<file path="src/rtl/bullet_pool_engine.sv">
// Multi-slot falling-bullet sprite engine. Each frame tick, every live slot is serviced in turn:
// erase its block, move it down, then redraw it or free the slot. Emits one pixel write per cycle.
module bullet_pool_engine #(
  parameter int unsigned NUM_BULLETS = 4,
  parameter int unsigned BW          = 2,
  parameter int unsigned BH          = 3,
  parameter int unsigned SPEED       = 1,
  parameter int unsigned Y_LIMIT     = 118
) (
  input  logic                   clk,
  input  logic                   reset,
  input  logic                   tick,
  input  logic                   fire,
  input  logic [7:0]             fire_x,
  input  logic [6:0]             fire_y,
  input  logic [2:0]             color_in,
  output logic [7:0]             x_out,
  output logic [6:0]             y_out,
  output logic [2:0]             color_out,
  output logic                   writeEn,
  output logic [NUM_BULLETS-1:0] active_mask,
  output logic                   fire_ack,
  output logic                   frame_done,
  output logic                   overrun
);

  localparam int unsigned IdxW = (NUM_BULLETS > 1) ? $clog2(NUM_BULLETS) : 1;
  localparam logic [IdxW-1:0] LastIdx = IdxW'(NUM_BULLETS - 1);
  localparam logic [2:0] LastCol = 3'(BW - 1);
  localparam logic [2:0] LastRow = 3'(BH - 1);

  typedef enum logic [2:0] {StIdle, StScan, StErase, StMove, StDraw, StDone} state_e;

  state_e                 state_q, state_d;
  logic [IdxW-1:0]        idx_q, idx_d;
  logic [2:0]             col_q, col_d, row_q, row_d;
  logic [NUM_BULLETS-1:0] valid_q, valid_d;
  logic [7:0]             bx_q [NUM_BULLETS];
  logic [7:0]             bx_d [NUM_BULLETS];
  logic [6:0]             by_q [NUM_BULLETS];
  logic [6:0]             by_d [NUM_BULLETS];
  logic                   tick_pend_q, tick_pend_d, fire_pend_q, fire_pend_d;
  logic [7:0]             fx_q, fx_d;
  logic [6:0]             fy_q, fy_d;
  logic [7:0]             x_q, x_d;
  logic [6:0]             y_q, y_d;
  logic [2:0]             color_q, color_d;
  logic                   we_q, we_d, ack_q, ack_d, done_q, done_d, ovr_q, ovr_d;

  logic                   tick_take, fire_take, emit, found, last_pix;
  logic [IdxW-1:0]        free_idx;
  logic [7:0]             ny;
  logic [6:0]             ybase;

  always_comb begin
    state_d   = state_q;
    idx_d     = idx_q;
    col_d     = col_q;
    row_d     = row_q;
    valid_d   = valid_q;
    bx_d      = bx_q;
    by_d      = by_q;
    ack_d     = 1'b0;
    color_d   = 3'b000;
    tick_take = 1'b0;
    fire_take = 1'b0;
    emit      = 1'b0;
    ybase     = by_q[idx_q];
    ny        = {1'b0, by_q[idx_q]} + 8'(SPEED);
    last_pix  = (col_q == LastCol) && (row_q == LastRow);

    found    = 1'b0;
    free_idx = '0;
    for (int i = int'(NUM_BULLETS) - 1; i >= 0; i--) begin
      if (!valid_q[i]) begin
        found    = 1'b1;
        free_idx = IdxW'(i);
      end
    end

    unique case (state_q)
      StIdle: begin
        if (fire_pend_q) begin
          fire_take = 1'b1;
          if (found) begin
            valid_d[free_idx] = 1'b1;
            bx_d[free_idx]    = fx_q;
            by_d[free_idx]    = fy_q;
            ack_d             = 1'b1;
          end
        end else if (tick_pend_q) begin
          tick_take = 1'b1;
          idx_d     = '0;
          state_d   = StScan;
        end
      end
      StScan: begin
        if (valid_q[idx_q]) begin
          state_d = StErase;
          col_d   = '0;
          row_d   = '0;
          emit    = 1'b1;
        end else if (idx_q == LastIdx) begin
          state_d = StDone;
        end else begin
          idx_d = idx_q + IdxW'(1);
        end
      end
      StErase, StDraw: begin
        if (last_pix) begin
          if (state_q == StErase) begin
            state_d = StMove;
          end else if (idx_q == LastIdx) begin
            state_d = StDone;
          end else begin
            idx_d   = idx_q + IdxW'(1);
            state_d = StScan;
          end
        end else begin
          emit    = 1'b1;
          color_d = (state_q == StDraw) ? color_in : 3'b000;
          if (col_q == LastCol) begin
            col_d = '0;
            row_d = row_q + 3'd1;
          end else begin
            col_d = col_q + 3'd1;
          end
        end
      end
      StMove: begin
        if (ny >= 8'(Y_LIMIT)) begin
          valid_d[idx_q] = 1'b0;
          if (idx_q == LastIdx) begin
            state_d = StDone;
          end else begin
            idx_d   = idx_q + IdxW'(1);
            state_d = StScan;
          end
        end else begin
          by_d[idx_q] = ny[6:0];
          ybase       = ny[6:0];
          state_d     = StDraw;
          col_d       = '0;
          row_d       = '0;
          emit        = 1'b1;
          color_d     = color_in;
        end
      end
      StDone:  state_d = StIdle;
      default: state_d = StIdle;
    endcase

    // Output registers carry the pixel belonging to the state being entered.
    we_d   = emit;
    x_d    = emit ? (bx_q[idx_q] + {5'd0, col_d}) : 8'd0;
    y_d    = emit ? (ybase + {4'd0, row_d}) : 7'd0;
    done_d = (state_d == StDone);

    // A new request arriving on the consuming edge survives; last fire wins.
    tick_pend_d = tick | (tick_pend_q & ~tick_take);
    fire_pend_d = fire | (fire_pend_q & ~fire_take);
    fx_d        = fire ? fire_x : fx_q;
    fy_d        = fire ? fire_y : fy_q;
    ovr_d       = ovr_q | (tick & tick_pend_q);
  end

  always_ff @(posedge clk) begin
    if (reset) begin
      state_q     <= StIdle;
      idx_q       <= '0;
      col_q       <= '0;
      row_q       <= '0;
      valid_q     <= '0;
      bx_q        <= '{default: '0};
      by_q        <= '{default: '0};
      tick_pend_q <= 1'b0;
      fire_pend_q <= 1'b0;
      fx_q        <= '0;
      fy_q        <= '0;
      x_q         <= '0;
      y_q         <= '0;
      color_q     <= '0;
      we_q        <= 1'b0;
      ack_q       <= 1'b0;
      done_q      <= 1'b0;
      ovr_q       <= 1'b0;
    end else begin
      state_q     <= state_d;
      idx_q       <= idx_d;
      col_q       <= col_d;
      row_q       <= row_d;
      valid_q     <= valid_d;
      bx_q        <= bx_d;
      by_q        <= by_d;
      tick_pend_q <= tick_pend_d;
      fire_pend_q <= fire_pend_d;
      fx_q        <= fx_d;
      fy_q        <= fy_d;
      x_q         <= x_d;
      y_q         <= y_d;
      color_q     <= color_d;
      we_q        <= we_d;
      ack_q       <= ack_d;
      done_q      <= done_d;
      ovr_q       <= ovr_d;
    end
  end

  assign x_out       = x_q;
  assign y_out       = y_q;
  assign color_out   = color_q;
  assign writeEn     = we_q;
  assign active_mask = valid_q;
  assign fire_ack    = ack_q;
  assign frame_done  = done_q;
  assign overrun     = ovr_q;

endmodule
</file>
<file path="config.mk">
export PLATFORM = sky130hd
export DESIGN_NAME = bullet_pool_engine
export DESIGN_NICKNAME = d
export VERILOG_FILES = /design/src/rtl/bullet_pool_engine.sv
export SDC_FILE = /design/constraint.sdc
export NUM_CORES = 1
export LEC_CHECK = 0
export BUFFER_PORTS_ARGS = -buffer_cell sky130_fd_sc_hd__buf_2
export CAP_MARGIN = 25
export CORE_MARGIN = 2
export CORE_UTILIZATION = 41
export DETAILED_ROUTE_END_ITERATION = 8
export PLACE_DENSITY = 0.55
export SYNTH_ARGS = -nofsm -noshare
export SYNTH_HDL_FRONTEND = slang
export SYNTH_SLANG_ARGS = --single-unit
</file>
<file path="constraint.sdc">
create_clock -name clk -period 7.8 [get_ports clk]
set_input_delay 0.39 -clock clk [delete_from_list [all_inputs] [get_ports clk]]
set_output_delay 0.39 -clock clk [all_outputs]
set_load 0.05 [all_outputs]
</file>
Word level (Yosys, flattened, before mapping)
Cells that the tools add are included.
Widths: inputs -> output; s select.
{"block": "totals", "in_bits": 22, "out_inout_bits": 26, "reg_bits": 114}
{"block": "op_classes", "magnitude_cmp": 9, "n_reduce_logical": 15, "eq_ne": 17, "n_addsub": 6, "n_bitwise": 16, "muxes": 80}
{"op": "$mux 28", "n": 3}
{"op": "$mux 3", "n": 19}
{"op": "$bwmux 28", "n": 2}
{"op": "$pmux 28 s2", "n": 1}
{"op": "$mux 7", "n": 6}
{"op": "$bwmux 32", "n": 1}
{"op": "$demux 7 s2", "n": 2}
{"op": "$mux 8", "n": 3}
{"op": "$mux 2", "n": 11}
{"op": "$ne 2x2->1 const B", "n": 9}
{"op": "$pmux 3 s3", "n": 2}
{"op": "$bmux 8 s2", "n": 1}
{"op": "$demux 8 s2", "n": 1}
{"op": "$mux 1", "n": 16}
{"op": "$bmux 7 s2", "n": 1}
{"op": "$mux 4", "n": 3}
{"op": "$pmux 3 s4", "n": 1}
{"op": "$eq 3x2->1 const B", "n": 3}
{"op": "$add 7x1->8 const B", "n": 1}
{"op": "$add 8x3->8", "n": 1}
{"op": "$ge 8x7->1 const B", "n": 1}
{"op": "$pmux 2 s4", "n": 1}
{"op": "$pmux 4 s2", "n": 1}
{"op": "$reduce_and 4->1", "n": 2}
{"op": "29 further kinds", "n": 51}

Logic depth before layout (Yosys ltp)
Gate-level depths: netlist (run 1).
{"block": "depth", "word_depth": 13, "mapped_depth": 19}

Worst setup path after synthesis (run 1)
No wires, ideal clock.
{"block": "synth_path", "kind": "reg-to-reg", "start": "register idx_q[0]", "end": "register y_q[6], in the netlist y_out[6]", "slack_ps": 3598, "setup_time_ps": 121, "path_stages_with_launch": 15, "n_path_buf": 1, "t_arrival_ps": 4081, "required_ps": 7679, "path_cell_list": "dfxtp_1 -> buf_6 -> mux4_2 -> ha_1 -> nand3_1 -> nor2_1 -> or4_4 -> a2111oi_4 -> nor2_1 -> a211o_1 -> ha_1 -> nor2b_1 -> o22ai_2 -> a221oi_2 -> mux2_2"}
{"block": "synth_between", "elab_cells_between_ends": 19, "cone_classes": "add/sub (2); order compare (1); mux (13); bitwise (2); reduce/logical (1)"}
{"element": "start, declared", "line_no": "35", "source": "logic [IdxW-1:0] idx_q, idx_d;"}
{"element": "start signal, assigned", "line_no": "189", "source": "idx_q <= idx_d;"}
{"element": "$not 2->3 (implied by the code)", "line_no": "69", "source": "ny = {1'b0, by_q[idx_q]} + 8'(SPEED);"}
{"element": "$bmux 7 s2", "line_no": "69"}
{"element": "$mux 7 (implied by the code) (2 in series)", "line_no": "69"}
{"element": "$add 7x1->8", "line_no": "69"}
{"element": "$ge 8x7->1", "line_no": "131", "source": "if (ny >= 8'(Y_LIMIT)) begin"}
{"element": "$mux 3", "line_no": "131"}
{"element": "$pmux 3 s3 *", "line_no": "81", "source": "unique case (state_q)"}
{"element": "via row_d[2]", "line_no": "36", "source": "logic [2:0] col_q, col_d, row_q, row_d;"}
{"element": "$add 7x3->7 *", "line_no": "156", "source": "y_d = emit ? (ybase + {4'd0, row_d}) : 7'd0;"}
{"element": "end signal, assigned", "line_no": "200", "source": "y_q <= y_d;"}
{"element": "end, declared", "line_no": "46", "source": "logic [6:0] y_q, y_d;"}
Mark *: on every way through the listed nets, which the timed path passes. The rest lies on a longest branch. The select of a mux whose other input is x is not followed.
A chain may end at the register's enable or synchronous reset.

Final worst setup path (run 1)
Same ends and word-level chain as after synthesis.

==> results of run 1 <==
## placed cells by master, fill, tap and decap left out, types with 5 or more instances in the layout
master	n
and2_1	11
dfxtp_1	114
o21ai_0	16
a21o_1	6
nor2_1	87
buf_4	7
nand3_1	11
xor2_1	5
mux4_2	15
mux2i_1	34
nand2_1	64
clkbuf_16	17
a211oi_1	17
nor2b_1	17
nor3_1	16
xnor2_1	10
o22ai_1	8
a22oi_1	10
ha_1	14
buf_2	47
a21oi_1	40
a221oi_1	11
inv_1	26
nand2b_1	5
## logic make-up after synthesis
family,count (synthesis),share of synthesized area [%]
AOI/OAI and AO/OA,137,16.9
xor gates and xnor gates,15,2.33
adders and majority gates,16,3.81
buffers and inverters,59,4.14
DFF,114,40.4
muxes,51,12.7
and+or+nand+nor,237,19.8
## power groups by stage
stage	clock network (mW)	registers (mW)	logic [mW]
after global placement	0	0.625	0.122
final	0.807	0.614	0.124
after detailed placement	0	0.626	0.123
after global routing	0.851	0.616	0.136
after CTS	0.821	0.614	0.123
after floorplan	0	0.624	0.0905
## synthesized netlist by cell type, drive strengths merged, types with 6 or more instances
cell | count | area, um^2
a21oi | 40 | 200
a211oi | 17 | 128
o22ai | 9 | 62.6
nor2b | 17 | 106
mux2i | 34 | 340
nand2 | 65 | 246
buf | 11 | 53.8
xnor2 | 10 | 87.6
a21o | 6 | 45.0
dfxtp | 114 | 2280
a221oi | 12 | 111
nor3 | 16 | 80.1
inv | 26 | 97.6
ha | 14 | 175
nor2 | 87 | 327
and2 | 13 | 86.3
clkbuf | 22 | 82.6
nand3 | 11 | 55.1
mux4 | 16 | 364
a22oi | 10 | 75.1
o21ai | 20 | 104
## registers in the layout, summed over array words and instances (netlist names), 4 cells and up
register and count:
bx_q 32, by_q 28, fx_q 8, x_out 8, fy_q 7, y_out 7
active_mask 4
## stage by stage
step           instances  instance area, um^2  hold WS [ns]  power, mW
3_5_place_dp         825                 6010         0.446      0.748
6_report             857                 6630         0.161       1.54
4_1_cts              856                 6630         0.151       1.56
5_1_grt              857                 6630         0.158       1.60
3_3_place_gp         824                 6010         0.440      0.747
2_1_floorplan        629                 5650         0.433      0.715
## layer usage
| layer | share of wire, % | GRT usage (%) | up-vias |
|---|---|---|---|
| met2 | 45 | 31.7 | 111 |
| li1 | - | - | 2317 |
| met3 | 4.2 | 4.70 | 15 |
| met1 | 50 | 29.4 | 2261 |
| met5 | 0 | 0 | - |
| met4 | 1.3 | 6.82 | 0 |
## critical path: cells and delay by family (launching register included)
kind	cells	cell delay (ns)
AND/OR/NAND/NOR	5	1.26
AO/OA/AOI/OAI	4	1.05
multiplexers	2	1.01
adder cells (fa/ha/maj)	2	0.65
flip-flops	1	0.64
buffers and inverters	1	0.35
## area by class of cell
class / instances / area [um^2] / area share [%]
flip-flops and latches: 114 / 2280 / 34.4
clock buffers: 23 / 488 / 7.36
clock inverters: 8 / 125 / 1.89
inverters: 26 / 97.6 / 1.47
multi-input cells: 456 / 3130 / 47.2
well taps: 176 / 220 / 3.32
repair buffers: 54 / 288 / 4.34
## how the worst min path moves through the flow
| stage | from | to |
|---|---|---|
| 4_1_cts | color_in[2] | color_out[2] |
| 3_3_place_gp | bx_q[10] | bx_q[10] |
| 6_report | color_in[2] | color_out[2] |
| 3_5_place_dp | bx_q[22] | bx_q[22] |
| 5_1_grt | color_in[0] | color_out[0] |
| 2_1_floorplan | bx_q[15] | bx_q[15] |
==> flow_metrics.env, run 1 <==
export IMPL_fmax_mhz=196
export IMPL_drt_total_wl_um=14500
export IMPL_syn_nets=667
export IMPL_die_h_um=121
export IMPL_crit_start="idx_q[0]"
export IMPL_leakage_nw=2.60
export IMPL_num_rows=42
export IMPL_fill_cells=1310
export IMPL_slowest_stage="mux4_2"
export IMPL_ant_nets=0
export IMPL_cpPeakStageDelay_ns=0.65
export IMPL_hold_depth=2
export IMPL_grt_usage_pct=20.9
export IMPL_drtIter0Drc=262
export IMPL_rsz0062_at_grt="no"
export IMPL_startpoint_type="flop"
export IMPL_ir_drop_mv=0.145
export IMPL_dp_hpwl_um=9800
export IMPL_mappedNetlistArea_um2=5650
export IMPL_outcome="finished, final reports clean"
export IMPL_worst_pin_slew_ns=1.03
export IMPL_synthArstFlopShare_pct=0
export IMPL_cp_arrival_ns=5.40
export IMPL_core_um2=13300
export IMPL_clockPowerShare_pct=52.2
export IMPL_ys_ff_latch=114
export IMPL_firstDrtPassIters=5
export IMPL_r2r_slack_ns=2.70
export IMPL_wire_per_inst_um=16.9
export IMPL_finalHoldViolations=0
export IMPL_cts_sinks=114
export IMPL_grt_antenna_before_repair=0
export IMPL_synth_warnings=0
export IMPL_power_share_switching_pct=23.7
export IMPL_cts_path_max_buffers=2
export IMPL_num_vias=4704
export IMPL_reg2reg_to="y_out[6]"
export IMPL_io_pins=48
export IMPL_r2r_start="idx_q[0]"
export IMPL_cts_tree="yes"
export IMPL_overflow=0
export IMPL_grt_max_degree=97
export IMPL_grt_pass1_wl_um=23500
export IMPL_dp_slack_ns=2.77
export IMPL_yosysSeqAreaShare_pct=40.4
export IMPL_endpoint_kind="flop"
export IMPL_rr_worst_depth=14
export IMPL_die_area_um2=14700
export IMPL_drv_slew=0
export IMPL_grt_pass1_vias=4429
export IMPL_intPower_mw=1.18
export IMPL_vias_per_cell=5.49
export IMPL_cp_data_required_time_ns=8.10
export IMPL_post_route_period_util_pct=65.4
export IMPL_layout_drive_gt1_share_pct=16.4
export IMPL_relSlewSlack_pct=30.8
export IMPL_cts_resized=0
export IMPL_cp_endpoint="y_out[6]"
export IMPL_synth_edff_count=0
export IMPL_finalCriticalPeriod_ns=5.10
export IMPL_fin_setup_tns_ns=0
export IMPL_setup_viol=0
export IMPL_gp_congestion=0.836
export IMPL_postCtsSetupBuffers=0
export IMPL_cp_max_fo=12
export IMPL_insertion_delay_ns=0.43
export IMPL_finalWorstSetupSlack_ns=2.70
export IMPL_power_density_nw_per_um2=233
export IMPL_p_switching_mw=0.366
export IMPL_drc=0
export IMPL_h_tree_depth=4
export IMPL_cts_root_buf="clkbuf_16"
export IMPL_cp_cell_sequence="buf_4 > mux4_2 > ha_1 > nand3_1 > nor2_1 > or4_4 > a2111oi_4 > nor2_1 > a211o_1 > ha_1 > nor2b_1 > o22ai_2 > a221oi_2 > mux2_2"
export IMPL_syn_to_final_growth_pct=17.4
export IMPL_layout_nets=707
export IMPL_maxCapViolCount=0
export IMPL_cts_hold_buffers=0
export IMPL_initial_core_util_pct=42.3
export IMPL_clock_skew_ns=0.0151
export IMPL_cts_inserted_buffers=17
export IMPL_synth_distinct_cells=60
export IMPL_port_buffer_count=47
export IMPL_synth_cells=629
export IMPL_dieWidth_um=121
export IMPL_crit_type="reg2reg"
export IMPL_clk_pin_slew_worst_paths_ns=0.05
export IMPL_n_antenna_cell=0
export IMPL_combPwrFrac_pct=8.0
export IMPL_final_core_util_pct=49.7
export IMPL_p_seq_share_pct=39.8
export IMPL_ys_flop_type="dfxtp_1"
export IMPL_syn_avg_cell_area_um2=8.98
export IMPL_hold_path_class="in2reg"
Note: power is estimated with default switching activity, not from simulation.
==> inputs of run 2 (changes only) <==
--- a/config.mk
+++ b/config.mk
@@ -10,7 +10,7 @@
 export CORE_MARGIN = 2
 export CORE_UTILIZATION = 41
 export DETAILED_ROUTE_END_ITERATION = 8
-export PLACE_DENSITY = 0.55
+export PLACE_DENSITY = 0.58
 export SYNTH_ARGS = -nofsm -noshare
 export SYNTH_HDL_FRONTEND = slang
 export SYNTH_SLANG_ARGS = --single-unit
==> constraint.sdc (replaced) <==
create_clock -name clk -period 4.5 [get_ports clk]
set_input_delay 0.225 -clock clk [delete_from_list [all_inputs] [get_ports clk]]
set_output_delay 0.225 -clock clk [all_outputs]
set_load 0.05 [all_outputs]
==> flow_metrics.env, run 2 (same netlist as run 1, synthesis figures left out) <==
export IMPL_cts_tree="yes"
export IMPL_reg_top3="bx_q: 32 flops, by_q: 28 flops"
export IMPL_cts_hold_buffers=0
export IMPL_drc=0
export IMPL_regMostFlops="bx_q"
export IMPL_dieWidth_um=121
export IMPL_grt_antenna_before_repair=0
export IMPL_cpPeakStageDelay_ns=0.57
export IMPL_clk_pin_slew_worst_paths_ns=0.05
export IMPL_cts_root_buf="clkbuf_16"
export IMPL_post_route_period_util_pct=94.1
export IMPL_maxCapViolCount=0
export IMPL_cp_data_required_time_ns=4.80
export IMPL_worst_pin_slew_ns=0.983
export IMPL_crit_cells=13
export IMPL_reg2reg_to="y_out[6]"
export IMPL_outcome="finished, final reports clean"
export IMPL_finalInstanceArea_um2=6800
export IMPL_crit_family="simple AND/OR/NAND/NOR gates"
export IMPL_power_density_nw_per_um2=402
export IMPL_leakage_nw=2.69
export IMPL_final_core_util_pct=50.9
export IMPL_firstDrtPassIters=4
export IMPL_fmax_mhz=236
export IMPL_num_rows=42
export IMPL_finalHoldViolations=0
export IMPL_cp_num_buf_inv=1
export IMPL_finalCriticalPeriod_ns=4.23
export IMPL_setup_viol=0
export IMPL_startpoint_type="flop"
export IMPL_largest_reg_flops=32
export IMPL_ir_drop_mv=0.271
export IMPL_endpoint_kind="flop"
export IMPL_finalWorstSetupSlack_ns=0.265
export IMPL_layout_drive_gt1_share_pct=19.2
export IMPL_core_um2=13300
export IMPL_holdWs_ns=0.0109
export IMPL_layout_common_cells="dfxtp_1, nor2_1, nand2_1"
export IMPL_n_antenna_cell=0
export IMPL_syn_to_final_growth_pct=20.3
export IMPL_cp_endpoint="y_out[6]"
export IMPL_wire_per_inst_um=16.5
export IMPL_cp_arrival_ns=4.54
export IMPL_die_h_um=121
export IMPL_fin_setup_tns_ns=0
export IMPL_min_from="color_in[2]"
export IMPL_gp_congestion=0.882
export IMPL_relSlewSlack_pct=33.9
export IMPL_crit_type="reg2reg"
export IMPL_place_area_um2=6130
export IMPL_grt_pass1_wl_um=23800
export IMPL_grt_usage_pct=21.0
export IMPL_cts_sinks=114
export IMPL_die_area_um2=14700
export IMPL_cts_path_max_buffers=2
export IMPL_layout_nets=724
export IMPL_h_tree_depth=4
export IMPL_cp_max_fo=6
export IMPL_hold_path_class="in2reg"
export IMPL_ant_nets=0
export IMPL_fill_cells=1258
export IMPL_grt_pass1_vias=4594
export IMPL_cts_inserted_buffers=17
export IMPL_initial_core_util_pct=42.3
export IMPL_num_vias=4726
export IMPL_drtIter0Drc=330
export IMPL_io_pins=48
export IMPL_rsz0062_at_grt="no"
export IMPL_dp_slack_ns=0.169
export IMPL_port_buffer_count=47
export IMPL_rr_worst_depth=13
export IMPL_drv_slew=0
export IMPL_dp_hpwl_um=10400
export IMPL_vias_per_cell=5.40
export IMPL_overflow=0
export IMPL_clock_skew_ns=0.0109
export IMPL_r2r_slack_ns=0.27
export IMPL_cp_cell_sequence="buf_4 > mux4_2 > nor3b_1 > and3_4 > or4_4 > a2111oi_4 > nor2_1 > a211o_1 > ha_1 > nor2b_1 > o22ai_2 > a221oi_2 > mux2_2"
export IMPL_slowest_stage="mux4_2"
export IMPL_crit_start="idx_q[0]"
export IMPL_grt_max_degree=52
export IMPL_final_common_cell="dfxtp_1"
export IMPL_drt_total_wl_um=14400
export IMPL_r2r_start="idx_q[0]"
export IMPL_insertion_delay_ns=0.42
## run 2: area by class of cell
cell class / instances / area (um^2) / area share, %
clock buffer: 20 / 457 / 6.72
clock inverter: 12 / 180 / 2.65
inverter: 26 / 97.6 / 1.44
multi-input combinational: 456 / 3140 / 46.2
sequential: 114 / 2280 / 33.6
tap: 176 / 220 / 3.24
timing repair buffer: 71 / 415 / 6.11
## run 2: worst min path at each step
stage	end	slack, ns	cells past startpoint
6_report	color_out[2]	0.01	2
4_1_cts	color_out[1]	0.004	2
2_1_floorplan	color_out[0]	0.35	1
5_1_grt	color_out[2]	0.01	2
3_5_place_dp	color_out[0]	0.43	2
3_3_place_gp	color_out[2]	0.43	2
## run 2: through the flow
step           std cells  power (mW)
6_report             875        2.73
5_1_grt              875        2.83
4_1_cts              872        2.75
3_5_place_dp         840        1.31
3_3_place_gp         840        1.30
2_1_floorplan        629        1.24
## run 2: report_power, final
| group | leakage (nW) | switching (mW) | total [mW] | internal (mW) |
|---|---|---|---|---|
| logic | 1.46 | 0.141 | 0.231 | 0.0899 |
| registers | 0.925 | 0.0245 | 1.06 | 1.04 |
| clock network | 0.307 | 0.484 | 1.44 | 0.957 |
| total | 2.69 | 0.650 | 2.73 | 2.08 |
## run 2: repair_timing
action,CTS,global route
gates resized for setup,0,3
endpoints found under the setup margin,0,4
setup buffers,0,2
## run 2: worst register-to-register path, delay by kind of cell, from the launching register on
family / cells / cell delay [ns]
AOI/OAI and AO/OA: 4 / 1.04
adders and majority gates: 1 / 0.32
buffers and inverters: 1 / 0.17
DFF: 1 / 0.37
muxes: 2 / 0.94
and+or+nand+nor: 5 / 1.29
## run 2: layer usage
metal  track usage [%]  wire length, um  up-vias  share of wire, %
li1                  -                -     2361                 -
met5                 0                0        -                 0
met3              4.98              684       17               4.8
met4              6.54              214        0               1.5
met2              33.3             6640      117                46
met1              28.2             6860     2231                48
